File: src/rtl/id_exe_stage_reg_pkg.sv
// id_exe_stage_reg_pkg: shared types and encodings for the ID/EXE stage register
package id_exe_stage_reg_pkg;
  localparam int REG_W = 4;
  localparam int CMD_W = 4;
  localparam logic [1:0] FWD_RF  = 2'b00;
  localparam logic [1:0] FWD_MEM = 2'b01;
  localparam logic [1:0] FWD_WB  = 2'b10;
  typedef struct packed {
    logic             wb_en;
    logic             mem_read;
    logic             mem_write;
    logic             b;
    logic             s;
    logic             imm;
    logic [CMD_W-1:0] exe_cmd;
  } ctrl_t;
endpackage

File: src/rtl/id_exe_stage_reg_fwd_select.sv
// fwd_select: forwarding select for one source operand; the nearer producer wins
module fwd_select
  import id_exe_stage_reg_pkg::*;
#(
  parameter int W = REG_W
) (
  input  logic [W-1:0] src,
  input  logic         valid,
  input  logic         forward_en,
  input  logic [W-1:0] exe_dest,
  input  logic         exe_wb_en,
  input  logic [W-1:0] mem_dest,
  input  logic         mem_wb_en,
  output logic [1:0]   sel
);
  always_comb
    sel = !(forward_en && valid)           ? FWD_RF  :
          (exe_wb_en && src == exe_dest)   ? FWD_MEM :
          (mem_wb_en && src == mem_dest)   ? FWD_WB  : FWD_RF;
endmodule

File: src/rtl/id_exe_stage_reg.sv
// id_exe_stage_reg: ID/EXE pipeline register with bubble insertion, freeze and forwarding selects
module id_exe_stage_reg #(
  parameter int DATA_W = 32,
  parameter int REG_W  = 4,
  parameter int CNT_W  = 16
) (
  input  logic              clk,
  input  logic              rst_n,
  input  logic              freeze,
  input  logic              flush,
  input  logic              hazard,
  input  logic              forward_en,
  input  logic              id_wb_en,
  input  logic              id_mem_read,
  input  logic              id_mem_write,
  input  logic              id_b,
  input  logic              id_s,
  input  logic              id_imm,
  input  logic [3:0]        id_exe_cmd,
  input  logic [DATA_W-1:0] id_pc,
  input  logic [DATA_W-1:0] id_val_rn,
  input  logic [DATA_W-1:0] id_val_rm,
  input  logic [11:0]       id_shift_operand,
  input  logic [23:0]       id_signed_imm_24,
  input  logic [REG_W-1:0]  id_dest,
  input  logic [REG_W-1:0]  id_src1,
  input  logic [REG_W-1:0]  id_src2,
  input  logic              id_two_src,
  input  logic [3:0]        id_status,
  input  logic [REG_W-1:0]  mem_dest,
  input  logic              mem_wb_en,
  input  logic              cnt_clr,
  output logic              exe_wb_en,
  output logic              exe_mem_read,
  output logic              exe_mem_write,
  output logic              exe_b,
  output logic              exe_s,
  output logic              exe_imm,
  output logic [3:0]        exe_exe_cmd,
  output logic [DATA_W-1:0] exe_pc,
  output logic [DATA_W-1:0] exe_val_rn,
  output logic [DATA_W-1:0] exe_val_rm,
  output logic [11:0]       exe_shift_operand,
  output logic [23:0]       exe_signed_imm_24,
  output logic [REG_W-1:0]  exe_dest,
  output logic [3:0]        exe_status,
  output logic [1:0]        exe_sel_src1,
  output logic [1:0]        exe_sel_src2,
  output logic [CNT_W-1:0]  bubble_cnt
);
  import id_exe_stage_reg_pkg::*;
  ctrl_t      ctrl_q;
  ctrl_t      ctrl_d;
  logic [1:0] sel1_d;
  logic [1:0] sel2_d;
  logic       bubble;
  assign ctrl_d = '{wb_en: id_wb_en, mem_read: id_mem_read, mem_write: id_mem_write,
                    b: id_b, s: id_s, imm: id_imm, exe_cmd: id_exe_cmd};
  assign {exe_wb_en, exe_mem_read, exe_mem_write, exe_b, exe_s, exe_imm, exe_exe_cmd} = ctrl_q;
  assign bubble = flush || hazard;
  // Selects compare against the current stage outputs, i.e. the producer heading to MEM
  fwd_select #(.W(REG_W)) u_fwd1 (
    .src(id_src1), .valid(1'b1), .forward_en(forward_en),
    .exe_dest(exe_dest), .exe_wb_en(exe_wb_en),
    .mem_dest(mem_dest), .mem_wb_en(mem_wb_en), .sel(sel1_d)
  );
  fwd_select #(.W(REG_W)) u_fwd2 (
    .src(id_src2), .valid(id_two_src), .forward_en(forward_en),
    .exe_dest(exe_dest), .exe_wb_en(exe_wb_en),
    .mem_dest(mem_dest), .mem_wb_en(mem_wb_en), .sel(sel2_d)
  );
  always_ff @(posedge clk or negedge rst_n) begin
    if (!rst_n) begin
      ctrl_q            <= '0;
      exe_pc            <= '0;
      exe_val_rn        <= '0;
      exe_val_rm        <= '0;
      exe_shift_operand <= '0;
      exe_signed_imm_24 <= '0;
      exe_dest          <= '0;
      exe_status        <= '0;
      exe_sel_src1      <= FWD_RF;
      exe_sel_src2      <= FWD_RF;
      bubble_cnt        <= '0;
    end else if (!freeze) begin
      ctrl_q            <= bubble ? '0 : ctrl_d;
      exe_pc            <= bubble ? '0 : id_pc;
      exe_val_rn        <= bubble ? '0 : id_val_rn;
      exe_val_rm        <= bubble ? '0 : id_val_rm;
      exe_shift_operand <= bubble ? '0 : id_shift_operand;
      exe_signed_imm_24 <= bubble ? '0 : id_signed_imm_24;
      exe_dest          <= bubble ? '0 : id_dest;
      exe_status        <= bubble ? '0 : id_status;
      exe_sel_src1      <= bubble ? FWD_RF : sel1_d;
      exe_sel_src2      <= bubble ? FWD_RF : sel2_d;
      bubble_cnt        <= cnt_clr ? CNT_W'(bubble) :
                           (bubble && !(&bubble_cnt)) ? bubble_cnt + CNT_W'(1) : bubble_cnt;
    end
  end
endmodule

File: config.mk
export PLATFORM = sky130hd
export DESIGN_NAME = id_exe_stage_reg
export DESIGN_NICKNAME = d
export VERILOG_FILES = /design/src/rtl/id_exe_stage_reg_pkg.sv /design/src/rtl/id_exe_stage_reg_fwd_select.sv /design/src/rtl/id_exe_stage_reg.sv
export SDC_FILE = /design/constraint.sdc
export NUM_CORES = 1
export LEC_CHECK = 0
export BUFFER_PORTS_ARGS = -buffer_cell sky130_fd_sc_hd__buf_2
export CELL_PAD_IN_SITES_DETAIL_PLACEMENT = 0
export CELL_PAD_IN_SITES_GLOBAL_PLACEMENT = 1
export CORE_UTILIZATION = 36
export CTS_CLUSTER_SIZE = 8
export DETAILED_ROUTE_END_ITERATION = 12
export PLACE_DENSITY = 0.9
export SYNTH_ARGS = -nofsm -noshare
export SYNTH_HDL_FRONTEND = slang
export SYNTH_SLANG_ARGS = --single-unit
File: constraint.sdc
create_clock -name clk -period 4.23 [get_ports clk]
set_clock_uncertainty 0.1 [all_clocks]
set_input_delay 0.2115 -clock clk [delete_from_list [all_inputs] [get_ports clk]]
set_output_delay 0.2115 -clock clk [all_outputs]
set_load 0.02 [all_outputs]
==> flow_summary.ini, run 1 <==
[run_status]
status = finished, final reports clean

[synth]
syn_nets = 999
synth_cell_type_count = 41
yosysSeqAreaShare_pct = 58.16
yosysWarnings = 0
synth_edf_count = 0
netlist_area_um2 = 7315
syn_avg_cell_area_um2 = 8.845
syn_inst = 827
yosys_most_used_dff = dfrtp_1
async_flop_share_pct = 100.0
yosys_register_bits = 170

[global_routing]
antenna_found_initial = 0
grt_usage_pct = 21.33
grt_pass1_vias = 7090
grt_max_degree = 177
grt_pass1_wl_mm = 34.87
grt_overflow = 0

[drt]
dr.pass1.iters = 5
drc_errors = 0
wirelength_mm = 22.71
vias = 7482
drt-initial-drc-count = 431
vias_per_cell = 4.790
ant_nets = 0
wire_per_inst_um = 14.54

[die]
die_h_um = 144.5
die_area_um2 = 20890
ios = 341
num_rows = 51
die_w_um = 144.5
initial_core_util_pct = 37.10
coreArea_um2 = 19720

[sta]
drv_slew = 0
fin_crit_sh_pct = 51.91
tns_ns = 0
max_freq_ghz = 0.4554
min_period_ns = 2.196
rsz0062_at_grt = no
max-slew-margin-rel_pct = 30.97
tightest_slew_ns = 1.033
hold_violations = 0
setup_slack_ns = 2.034
setup_violations = 0

[critical_path]
critical_path.max_fanout = 16
critPathLaunch = bubble_cnt[0]
critPathMaxStageDelay_ns = 0.60
reg2reg_from = bubble_cnt[0]
cp-start-kind = register
worstSetupEndpointType = register
crit_type = register to register
worstPathRequired_ns = 4.41
slowest_stage = nor4_4
path_cells = ha_1 -> nand4_1 -> nor4_4 -> nor2_1 -> o311ai_0
arrival_ns = 2.38

[power_and_ir_drop]
power.leakage_nw = 5.710
powerDensity_nw_per_um2 = 360.5
ir_drop_uv = 253.6

[cts]
numCtsBuffers = 17
cts_setup_buffers = 0
h-tree-depth = 4
clk_pin_slew_ns = 0.06
cts_resized = 0
clock-root-buffer = clkbuf_16
postCtsHoldBufs = 154
clock_sinks = 170
clockBufferDepth = 2
cts_tree = yes
clock_latency_ns = 0.41

[placement]
place_ws_ns = 2.035
place_hpwl_mm = 14.32
port_buffers = 340
gp_congestion = 0.8304

[cells_and_area]
finalNetCount = 1457
drive_gt1_share_pct = 29.68
final_cell_mix = 338 x buf_2, 324 x nand2_1, 170 x dfrtp_1, 154 x dlygate4sd3_1, 150 x o21ai_0
final_common_cell = buf_2
antenna_cells = 0
area_delta_synth_final_pct = 55.17

[min_path]
hp-start = cnt_clr
hold_class = input pin to register

[flow_run]
maxCapViolations = 0
-- metrics by stage --
stage                     power (W)  cell area [um^2]  std cells  util [%]  hold slack (ns)
final                      0.004092             11350       1562     57.56          0.08055
after CTS                  0.004137             11350       1562     57.56          0.05097
after global routing       0.004279             11350       1562     57.56          0.05840
after floorplan            0.002102              7315        827         -          -0.1841
after detailed placement   0.002371              9199       1377     46.65           0.2549
after global placement     0.002360              9199       1377     46.65           0.2612
-- cell usage after synthesis (2+ instances only) --
cell type,number,share of area [%]
a21oi_1,2,0.14
and3_1,3,0.26
buf_2,14,0.96
buf_4,2,0.21
clkbuf_1,44,2.3
dfrtp_1,170,58
inv_1,4,0.21
nand2_1,324,17
nand3_1,21,1.4
nand4_1,9,0.77
nor2_1,12,0.62
nor3_1,6,0.41
o211ai_1,7,0.72
o21ai_0,150,10
o311ai_0,7,0.84
o31ai_1,3,0.31
o41ai_1,2,0.24
or2_2,3,0.26
or3_1,3,0.26
or4_1,6,0.62
xnor2_1,6,0.72
xor2_1,10,1.2
-- layer usage --
metal  vias to the layer above  track usage [%]  routed length [um]
met5                         -                0                   0
met4                         0            8.255                 459
met3                        41            4.735                1456
met2                       293            36.03               11330
met1                      3477            26.45                9461
li1                       3671                -                   -
-- cell families after synthesis --
family	synth area share, %
and+or+nand+nor	22.39
adders and majority gates	0.1710
buffers and inverters	3.678
xor gates and xnor gates	1.916
AOI/OAI and AO/OA	13.68
DFF	58.16
-- final timing paths --
| check | end | slack [ns] | cells after the start |
|---|---|---|---|
| setup / recovery | bubble_cnt[2] | 2.03 | 5 |
| hold / removal | bubble_cnt[4] | 0.08 | 2 |
| setup reg to reg | bubble_cnt[2] | 2.03 | 5 |
| hold reg to reg | exe_pc[25] | 0.38 | 2 |
| max in group asynchronous | exe_val_rm[14] | 2.75 | 3 |
| min in group asynchronous | exe_pc[0] | 0.32 | 2 |
-- cell type report --
cell class              count  area [um^2]
inverters                   4        15.01
repair buffers            500         3341
flip-flops and latches    170         4254
fillers                  1748         8368
clock inverters            14        183.9
well taps                 265        331.6
multi-input cells         592         2799
clock buffers              17        425.4
-- worst max-delay path, delay by kind of cell (launching register included) --
family | cells | cell delay [ns]
flip-flops | 1 | 0.47
adder cells (fa/ha/maj) | 1 | 0.29
AO/OA/AOI/OAI | 1 | 0.34
AND/OR/NAND/NOR | 3 | 0.86
-- where the power goes --
| group | internal [W] | leakage [nW] | switching (W) | total, W |
|---|---|---|---|---|
| registers | 0.00172 | 2.30 | 0.0000768 | 0.00179 |
| logic | 0.000282 | 3.12 | 0.000381 | 0.000662 |
| clock network | 0.000944 | 0.297 | 0.000691 | 0.00164 |
| total | 0.00294 | 5.71 | 0.00115 | 0.00409 |
-- flip-flops by register name, indices dropped and copies added (netlist names) --
register           cells
exe_s                  1
exe_signed_imm_24     24
bubble_cnt            16
exe_shift_operand     12
exe_mem_read           1
exe_val_rm            32
exe_sel_src1           2
exe_pc                32
exe_mem_write          1
exe_b                  1
exe_exe_cmd            4
exe_imm                1
exe_sel_src2           2
exe_dest               4
exe_wb_en              1
exe_status             4
exe_val_rn            32
Power figures use the tool's default switching activity.
==> inputs of run 2 (changes only) <==
--- a/config.mk
+++ b/config.mk
@@ -5,13 +5,14 @@
 export SDC_FILE = /design/constraint.sdc
 export NUM_CORES = 1
 export LEC_CHECK = 0
+export ABC_AREA = 1
 export BUFFER_PORTS_ARGS = -buffer_cell sky130_fd_sc_hd__buf_2
 export CELL_PAD_IN_SITES_DETAIL_PLACEMENT = 0
 export CELL_PAD_IN_SITES_GLOBAL_PLACEMENT = 1
-export CORE_UTILIZATION = 36
+export CORE_UTILIZATION = 31
 export CTS_CLUSTER_SIZE = 8
 export DETAILED_ROUTE_END_ITERATION = 12
-export PLACE_DENSITY = 0.9
+export PLACE_DENSITY = 0.82
 export SYNTH_ARGS = -nofsm -noshare
 export SYNTH_HDL_FRONTEND = slang
 export SYNTH_SLANG_ARGS = --single-unit
==> constraint.sdc (replaced) <==
create_clock -name clk -period 1.8 [get_ports clk]
set_clock_uncertainty 0.1 [all_clocks]
set_input_delay 0.09 -clock clk [delete_from_list [all_inputs] [get_ports clk]]
set_output_delay 0.09 -clock clk [all_outputs]
set_load 0.02 [all_outputs]
==> run 2 against run 1 <==
  * Via count is 12% lower
  * Clock power is 120% higher
  * Setup slack worse by 1.9 ns
  * Sequential share of layout area is 0.76 points higher
  * Largest power group unchanged
==> flow_summary.ini, run 2 <==
[run_status]
status = finished, final reports clean

[synth]
syn_inst = 577
synth_xor_area_share_pct = 0.9125
async_flop_share_pct = 100.0
yosysWarnings = 0
synthMuxAreaShare_pct = 0
yosys_register_bits = 170
synth-compound-area-share_pct = 21.58
yosysSeqAreaShare_pct = 63.31
yosysTopAreaCell = dfrtp_1
ys_top_cells_by_area = dfrtp_1 63%, a22o_1 19%, nand2_1 5.7%
synthMostInstantiatedCell = dfrtp_1
synth_edf_count = 0
synth_commonest_cells = 170 x dfrtp_1, 146 x a22o_1, 102 x nand2_1, 31 x nor2_1, 25 x inv_1
synth_top_family_by_area = compound AO/OA/AOI/OAI gates
netlist_area_um2 = 6719
synthAdderAreaFrac_pct = 0.1862
syn_nets = 749
yosys_most_used_dff = dfrtp_1
synth_cell_type_count = 32
synth_top_area_share_pct = 63.31
synthSimpleGateAreaFrac_pct = 10.09
syn_avg_cell_area_um2 = 11.64

[global_routing]
grt_pass1_vias = 6839
grt_overflow = 0
grt_max_degree = 129
grt_usage_pct = 19.86
antenna_found_initial = 0
grt_pass1_wl_mm = 34.52

[die]
ios = 341
initial_core_util_pct = 31.76
die_w_um = 149.2
num_rows = 53
die_area_um2 = 22270
die_h_um = 149.2
coreArea_um2 = 21150

[placement]
place_ws_ns = -0.07489
port_buffers = 340
place_area_um2 = 8842
place_hpwl_mm = 13.76
gp_congestion = 0.7996

[sta]
drv_slew = 0
hold_violations = 0
fin_crit_sh_pct = 93.71
setup_slack_ns = 0.1131
max_freq_ghz = 0.5928
tightest_slew_ns = 0.5623
min_period_ns = 1.687
hold_ws_ns = 0.01429
setup_violations = 0
max-slew-margin-rel_pct = 62.51

[power_and_ir_drop]
power.leakage_nw = 5.981
p_int_w = 0.006639
ir_drop_uv = 526.2
swShare_pct = 28.39
power.switching_w = 0.002632
power_frac_seq_pct = 44.6
pwr-share-clk_pct = 39.0
powerDensity_nw_per_um2 = 833.4
combPwrFrac_pct = 16.3

[critical_path]
crit_type = input pin to register
worstSetupEndpointType = register
arrival_ns = 1.94
path_cells = dlygate4sd3_1 -> buf_4 -> inv_2 -> nand2_2 -> nor2_2 -> o211ai_1 -> nor2_1 -> dlygate4sd3_1 -> nand2_1 -> nand2_1
reg2reg_from = bubble_cnt[1]
critPathLaunch = freeze
critPathMaxStageDelay_ns = 0.55
worstPathRequired_ns = 2.05
critical_path.max_fanout = 4
regToRegEndpoint = bubble_cnt[14]
slowest_stage = dlygate4sd3_1
rr_worst_depth = 9
rrSetupSlack_ns = 0.13
cp-start-kind = input pin
worstSetupEndpoint = exe_sel_src1[1]

[cells_and_area]
postLayoutCellArea_um2 = 11120
finalNetCount = 1260
drive_gt1_share_pct = 37.42
final_cell_mix = 338 x buf_2, 170 x dfrtp_1, 163 x dlygate4sd3_1, 146 x a22o_1, 101 x nand2_1
final_core_util_pct = 52.59
area_delta_synth_final_pct = 65.57
final_common_cell = buf_2
antenna_cells = 0
largestRegisters = exe_pc x32, exe_val_rm x32, exe_val_rn x32

[drt]
vias = 6564
ant_nets = 0
dr.pass1.iters = 4
drc_errors = 0
drt-initial-drc-count = 257
wirelength_mm = 22.12
vias_per_cell = 4.770
wire_per_inst_um = 16.08

[cts]
clock_sinks = 170
clock-root-buffer = clkbuf_16
clk_pin_slew_ns = 0.07
cts_tree = yes
h-tree-depth = 4
clock_latency_ns = 0.42
numCtsBuffers = 17
clockBufferDepth = 2

[flow_run]
maxCapViolations = 0

[min_path]
hold_class = input pin to async pin
run 2: changes by cell type in the layout (fill, tap and decap cells not counted), sizes merged, moves of 7 or more:
cell,previous run,this run
nand2,324,109
a22o,1,146
o21ai,150,12
inv,11,37
nor2,12,33
buf,345,363
dlygate4sd3,154,163
xor2,10,1
nand4,10,2
nand3,21,14
o311ai,7,0
run 2: power by group through the flow:
stage,clock network (W),logic [W],registers [W]
after floorplan,0,0.000342,0.00445
after global placement,0,0.00120,0.00420
after detailed placement,0,0.00121,0.00420
after CTS,0.00375,0.00149,0.00413
after global routing,0.00392,0.00162,0.00416
final,0.00362,0.00151,0.00414
run 2: worst min path at each step:
| stage | start | end | slack [ns] |
|---|---|---|---|
| floorplan | rst_n | bubble_cnt[0] | -0.31 |
| global placement | rst_n | bubble_cnt[5] | -0.11 |
| detailed placement | rst_n | bubble_cnt[10] | -0.12 |
| CTS | rst_n | bubble_cnt[5] | 0.00004 |
| global route | rst_n | bubble_cnt[5] | 0.02 |
| finish | rst_n | bubble_cnt[5] | 0.01 |
run 2: per-stage QoR:
stage	setup TNS (ns)	instances	total power (W)
2_1_floorplan	0	577	0.004793
3_3_place_gp	-0.3876	1178	0.005396
3_5_place_dp	-0.4878	1178	0.005405
4_1_cts	0	1373	0.009367
5_1_grt	-0.002847	1376	0.009701
6_report	0	1376	0.009271
run 2: timing repair:
| item | CTS | global route |
|---|---|---|
| pin swaps | 0 | 2 |
| hold endpoints to repair | 333 | 0 |
| endpoints found under the setup margin | 9 | 14 |
| gates resized for setup | 1 | 4 |
| buffers inserted | 0 | 1 |
| cloned | 0 | 2 |
| hold buffers | 163 | 0 |
run 2: layout make-up:
cell class              instances  area (um^2)
multi-input cells             346         2245
well taps                     275        344.1
fillers                      1808        10030
inverters                      27        103.9
repair buffers                526         3590
flip-flops and latches        170         4254
clock buffers                  18        439.2
clock inverters                14        148.9
run 2: critical path: cells and delay by family:
| family | cells | cell delay, ns |
|---|---|---|
| compound gates | 1 | 0.09 |
| buf+inv | 4 | 1.34 |
| simple gates | 5 | 0.41 |
run 2: cell families (layout without fill, tap and decap cells):
| logic type | after synthesis | after routing |
|---|---|---|
| AND/OR/NAND/NOR | 162 | 164 |
| adder cells (fa/ha/maj) | 1 | 1 |
| buffers and inverters | 63 | 585 |
| AO/OA/AOI/OAI | 174 | 174 |
| flip-flops | 170 | 170 |
| XOR/XNOR | 7 | 7 |
run 2: layer usage:
layer	vias to the layer above	routed length [um]	part of all wire [%]	GRT usage, %
li1	3080	-	-	-
met1	3153	9167	41	24.19
met2	275	10880	49	32.79
met3	56	1472	6.7	5.627
met4	0	605	2.7	8.520
met5	-	0	0	0
